===== src/rtl/subr_pkg.sv =====
// subr_pkg: shared types, constants and mod-3 helpers for the serial subtractor
//   state_t : IDLE / RUN / DONE controller states
//   CNT_W   : bit-counter width for the default 8-bit operand
//   mod3    : residue mod 3 of the low 'width' bits of a value
//   sub3    : (x - y) mod 3 for residues already in 0..2
package subr_pkg;

    typedef enum logic [1:0] {IDLE, RUN, DONE} state_t;

    localparam int W_DEF = 8;
    localparam int CNT_W = $clog2(W_DEF);

    function automatic logic [1:0] mod3(input logic [63:0] value, input int width);
        logic [1:0] r;
        logic [2:0] t;
        r = 2'd0;
        for (int i = 63; i >= 0; i--) begin
            if (i < width) begin
                // Horner step MSB first: r = (2r + bit) mod 3, with 2r + bit <= 5
                t = {r, value[i]};
                r = (t >= 3'd3) ? 2'(t - 3'd3) : t[1:0];
            end
        end
        return r;
    endfunction

    function automatic logic [1:0] sub3(input logic [1:0] x, input logic [1:0] y);
        logic [2:0] t;
        t = {1'b0, x} + 3'd3 - {1'b0, y};
        return (t >= 3'd3) ? 2'(t - 3'd3) : t[1:0];
    endfunction

endpackage


===== src/rtl/fsub1.sv =====
// fsub1: combinational 1-bit full subtractor
//   a_i, b_i : minuend / subtrahend bit
//   bin      : borrow in
//   d        : difference bit
//   bout     : borrow out
module fsub1
    import subr_pkg::*;
(
    input  logic a_i,
    input  logic b_i,
    input  logic bin,
    output logic d,
    output logic bout
);

    assign d    = a_i ^ b_i ^ bin;
    assign bout = (~a_i & b_i) | (~(a_i ^ b_i) & bin);

endmodule


===== src/rtl/subr8u_serial.sv =====
// subr8u_serial: bit-serial unsigned W-bit subtractor, LSB first, valid/ready on both sides
//   clk, rst            : clock, synchronous active-high reset
//   in_valid, in_ready  : operand handshake (a, b captured on accept)
//   a, b                : minuend, subtrahend
//   out_valid, out_ready: result handshake
//   diff, borrow, err   : (a - b) mod 2^W, a < b, residue-check mismatch
// Optional macro SUBR_RESIDUE_CHECK_EN enables the mod-3 residue check on err;
// without it err is tied low.
module subr8u_serial
    import subr_pkg::*;
#(
    parameter int W = 8
) (
    input  logic         clk,
    input  logic         rst,
    input  logic         in_valid,
    output logic         in_ready,
    input  logic [W-1:0] a,
    input  logic [W-1:0] b,
    output logic         out_valid,
    input  logic         out_ready,
    output logic [W-1:0] diff,
    output logic         borrow,
    output logic         err
);

    localparam int CW = $clog2(W);

    state_t        state, state_n;
    logic [W-1:0]  sa, sb;
    logic [CW-1:0] cnt;
    logic          bin, d, bout, last;

    assign last     = cnt == CW'(W - 1);
    assign in_ready = state == IDLE;

    fsub1 u_fsub1 (
        .a_i  (sa[0]),
        .b_i  (sb[0]),
        .bin  (bin),
        .d    (d),
        .bout (bout)
    );

    always_ff @(posedge clk) begin
        state <= rst ? IDLE : state_n;
    end

    always_comb begin
        state_n = state;
        if (state == IDLE && in_valid) state_n = RUN;
        if (state == RUN && last) state_n = DONE;
        if (state == DONE && out_ready) state_n = IDLE;
    end

    always_ff @(posedge clk) begin
        if (rst) begin
            sa        <= '0;
            sb        <= '0;
            diff      <= '0;
            borrow    <= 1'b0;
            bin       <= 1'b0;
            cnt       <= '0;
            out_valid <= 1'b0;
        end else begin
            case (state)
                IDLE: if (in_valid) begin
                    sa  <= a;
                    sb  <= b;
                    bin <= 1'b0;
                    cnt <= '0;
                end
                RUN: begin
                    sa   <= sa >> 1;
                    sb   <= sb >> 1;
                    diff <= {d, diff[W-1:1]};
                    bin  <= bout;
                    cnt  <= cnt + CW'(1);
                    if (last) begin
                        borrow    <= bout;
                        out_valid <= 1'b1;
                    end
                end
                DONE: if (out_ready) out_valid <= 1'b0;
                default: ;
            endcase
        end
    end

`ifdef SUBR_RESIDUE_CHECK_EN
    // 2^W mod 3 is 1 for even W and 2 for odd W; it weights the borrow-out
    localparam logic [1:0] RK = (W % 2 == 0) ? 2'd1 : 2'd2;

    logic [1:0]   ra, rb;
    logic         err_q;
    logic [W-1:0] diff_n;

    assign diff_n = {d, diff[W-1:1]};
    assign err    = err_q;

    always_ff @(posedge clk) begin
        if (rst) begin
            ra    <= 2'd0;
            rb    <= 2'd0;
            err_q <= 1'b0;
        end else if (state == IDLE && in_valid) begin
            ra <= mod3(64'(a), W);
            rb <= mod3(64'(b), W);
        end else if (state == RUN && last) begin
            err_q <= sub3(mod3(64'(diff_n), W), bout ? RK : 2'd0) != sub3(ra, rb);
        end
    end
`else
    assign err = 1'b0;
`endif

endmodule


===== config.mk =====
export PLATFORM = sky130hd
export DESIGN_NAME = subr8u_serial
export DESIGN_NICKNAME = d
export VERILOG_FILES = /design/src/rtl/subr_pkg.sv /design/src/rtl/fsub1.sv /design/src/rtl/subr8u_serial.sv
export SDC_FILE = /design/constraint.sdc
export NUM_CORES = 1
export LEC_CHECK = 0
export ABC_AREA = 0
export BUFFER_PORTS_ARGS = -buffer_cell sky130_fd_sc_hd__buf_2
export CAP_MARGIN = 20
export CORE_MARGIN = 1.5
export CORE_UTILIZATION = 50
export CTS_BUF_LIST = sky130_fd_sc_hd__clkbuf_8
export DETAILED_ROUTE_END_ITERATION = 10
export PLACE_DENSITY = 0.78
export SLEW_MARGIN = 20
export SYNTH_ARGS = -nofsm -noshare
export SYNTH_HDL_FRONTEND = slang
export SYNTH_HIERARCHICAL = 1
export SYNTH_SLANG_ARGS = --single-unit

===== constraint.sdc =====
create_clock -name clk -period 1.2 [get_ports clk]
set_input_delay 0.06 -clock clk [delete_from_list [all_inputs] [get_ports clk]]
set_output_delay 0.06 -clock clk [all_outputs]
set_load 0.005 [all_outputs]

==> metrics.yaml <==
logic_synthesis:
  synth-seq-cells: 32
  ys.flop_type: "dfxtp_1"
  ys_seq_area_frac: 0.4476
  synth-edff-count: 0
  postSynth.asyncResetShare: 0
  ys_types: 25
  yosysWarnings: 6
  syn_inst: 153
  syn_area_mm2: 0.001431
  syn_area_per_cell_um2: 9.355
  syn_nets: 176
placement:
  postPlaceCellArea_mm2: 0.001627
  io_buffers: 30
  place_congestion: 0.8081
  hpwlAfterDp_mm: 1.978
clock_network:
  numCtsBuffers: 5
  ctsHoldBuffers: 0
  clock-sinks: 32
  cts_max_level: 2
  cts_buffer_depth: 2
  cts_tree: "yes"
  post_cts_buffers: 0
  cts-root-buf: "clkbuf_8"
  cts.clk_slew.worst_paths_ns: 0.06
  clk-insertion-delay-late_ns: 0.28
min_path:
  hp-class: "in2reg"
  min_from: "a[7]"
floorplan:
  die_area_mm2: 0.003193
  io_pins: 32
  start_util: 0.5236
  core-area_mm2: 0.002734
  die_x_um: 56.51
  die_y_um: 56.51
  rows: 19
cells_and_area:
  final_util: 0.6476
  drive_gt1_frac: 0.3422
  syn2layout_area_growth_pct: 23.69
  nNetsFinal: 209
  antenna_cells: 0
  finalInstanceArea_mm2: 0.001770
critical_path:
  worstSetupPathType: "reg2reg"
  crit_path_end_kind: "flop"
  required_ns: 1.35
  r2r-start: "cnt[1]$_SDFFE_PP0P_"
  crit_start: "cnt[1]$_SDFFE_PP0P_"
  worstSetupStartpointType: "flop"
  cp.arrival_ns: 1.30
  path_max_fanout: 5
global_route:
  grt_use_total: 0.1855
  overflow: 0
  grt_pass1_vias: 1116
  grt_pass1_wl_mm: 4.581
  grt_max_degree: 29
  grt_antenna_before_repair: 0
run:
  cap_violations: 0
timing:
  timing.final.crit_share: 0.9541
  finClkSkew_ns: 0.004079
  fmax_mhz: 873.4
  setup_viol: 0
  rsz0062_at_grt: "no"
  period_minus_slack_ns: 1.145
  hold_violations: 0
  report.final.slew_viol_count: 0
detailed_routing:
  met1Wirelength_mm: 1.081
  ant_nets: 0
  first_pass_iters: 3
  drcViolationCount: 0
  first_iter_violations: 27
  route.met3.wl_um: 135
  viasPerCell: 5.188
  wl_mm: 2.638
  wl_met2_mm: 1.375
  top_layer: "met4"
  num_vias: 1131
  wire_per_inst_um: 12.10
power:
  ir_drop_mv: 1.022
  power_mw: 2.463
  p_leak_nw: 0.7383
  power_per_cell_area_mw_per_mm2: 1391
run_status:
  outcome: "finished clean"
==> through the flow <==
step	hold slack [ns]	setup TNS (ns)	instances	setup slack (ns)
after global placement	0.3399	0	210	0.02104
after detailed placement	0.3412	-0.08497	210	-0.08059
after global routing	0.04193	0	218	0.007390
final	0.04683	0	218	0.05506
after CTS	0.04144	0	218	0.0005386
after floorplan	0.1328	0	153	0.03466
==> repair_timing <==
item | in CTS | in global routing
pin swaps | 0 | 1
setup endpoints to repair | 2 | 6
resized for setup | 3 | 8
==> area by class of cell <==
cell class / count / area, um^2
inverters: 4 / 15.01
flip-flops and latches: 32 / 643.1
repair buffers: 39 / 246.5
fillers: 248 / 963.4
clock buffers: 5 / 68.82
well taps: 31 / 38.79
multi-input cells: 104 / 719.4
clock inverters: 3 / 38.79
==> cell usage after synthesis, types with 2 or more instances <==
cell      count  area [um^2]
a21oi_1      13        65.06
a211oi_1      6        45.04
nand3b_1      2        15.01
a22oi_1       3        22.52
buf_1         2        7.510
buf_4         3        22.52
ha_1          2        25.02
mux2i_1      14        140.1
nand2b_1      2        12.51
inv_1         4        15.01
o21ai_0       5        25.02
clkbuf_1      2        7.510
dfxtp_1      32        640.6
a211oi_2     10        125.1
nand2_1      18        67.56
buf_6         3        33.78
nor2_1       21        78.83
buf_2         3        15.01
nor2b_1       2        12.51
==> final timing paths <==
kind	to	slack, ns	cells past startpoint
worst max-delay path	out_valid$_SDFFE_PP0P_	0.06	5
worst min-delay path	sa[7]$_SDFFE_PP0P_	0.05	3
worst max register to register	out_valid$_SDFFE_PP0P_	0.06	5
worst min register to register	diff[0]$_SDFFE_PP0N_	0.46	2
==> critical path: stages (launching register included) <==
cell and delay, ns:
dfxtp_1 0.33, ha_4 0.17, ha_4 0.16, nor2b_1 0.13
o21ai_1 0.15, a21oi_1 0.08
==> routing by layer <==
layer,GRT usage,vias up
li1,-,590
met1,0.2090,515
met2,0.3140,21
met3,0.07143,5
met4,0.07143,0
met5,0,-
==> where the power goes <==
group / total, mW / leakage (nW) / internal [mW] / switching, mW
logic: 0.318 / 0.416 / 0.155 / 0.163
clock network: 0.986 / 0.0593 / 0.607 / 0.379
registers: 1.16 / 0.263 / 1.12 / 0.0357
==> cell families after synthesis <==
family,count (synthesis),share of synthesized area
flops,32,0.4475
mux,14,0.09790
fa+ha+maj,3,0.03147
simple gates,47,0.1399
other cells,1,0.002620
buf+inv,17,0.07080
compound gates,39,0.2098
==> state kept, by name, indices dropped and copies added (netlist names) <==
signal / count
bin: 1
borrow: 1
cnt: 3
diff: 8
out_valid: 1
sa: 8
sb: 8
state: 2
==> cell usage in the layout (no fill, tap or decap), drive strengths merged, types with 2 or more instances in the layout <==
cell type,netlist,routed
inv,4,5
nand2,18,18
o21ai,5,5
nand2b,2,2
a21oi,13,13
a211oi,16,16
buf,11,39
nor2,21,21
mux2i,14,14
clkbuf,2,5
nor2b,3,3
ha,2,2
nand3b,2,2
a22oi,3,3
dfxtp,32,32
No activity file was read; power rests on OpenSTA's default activity.
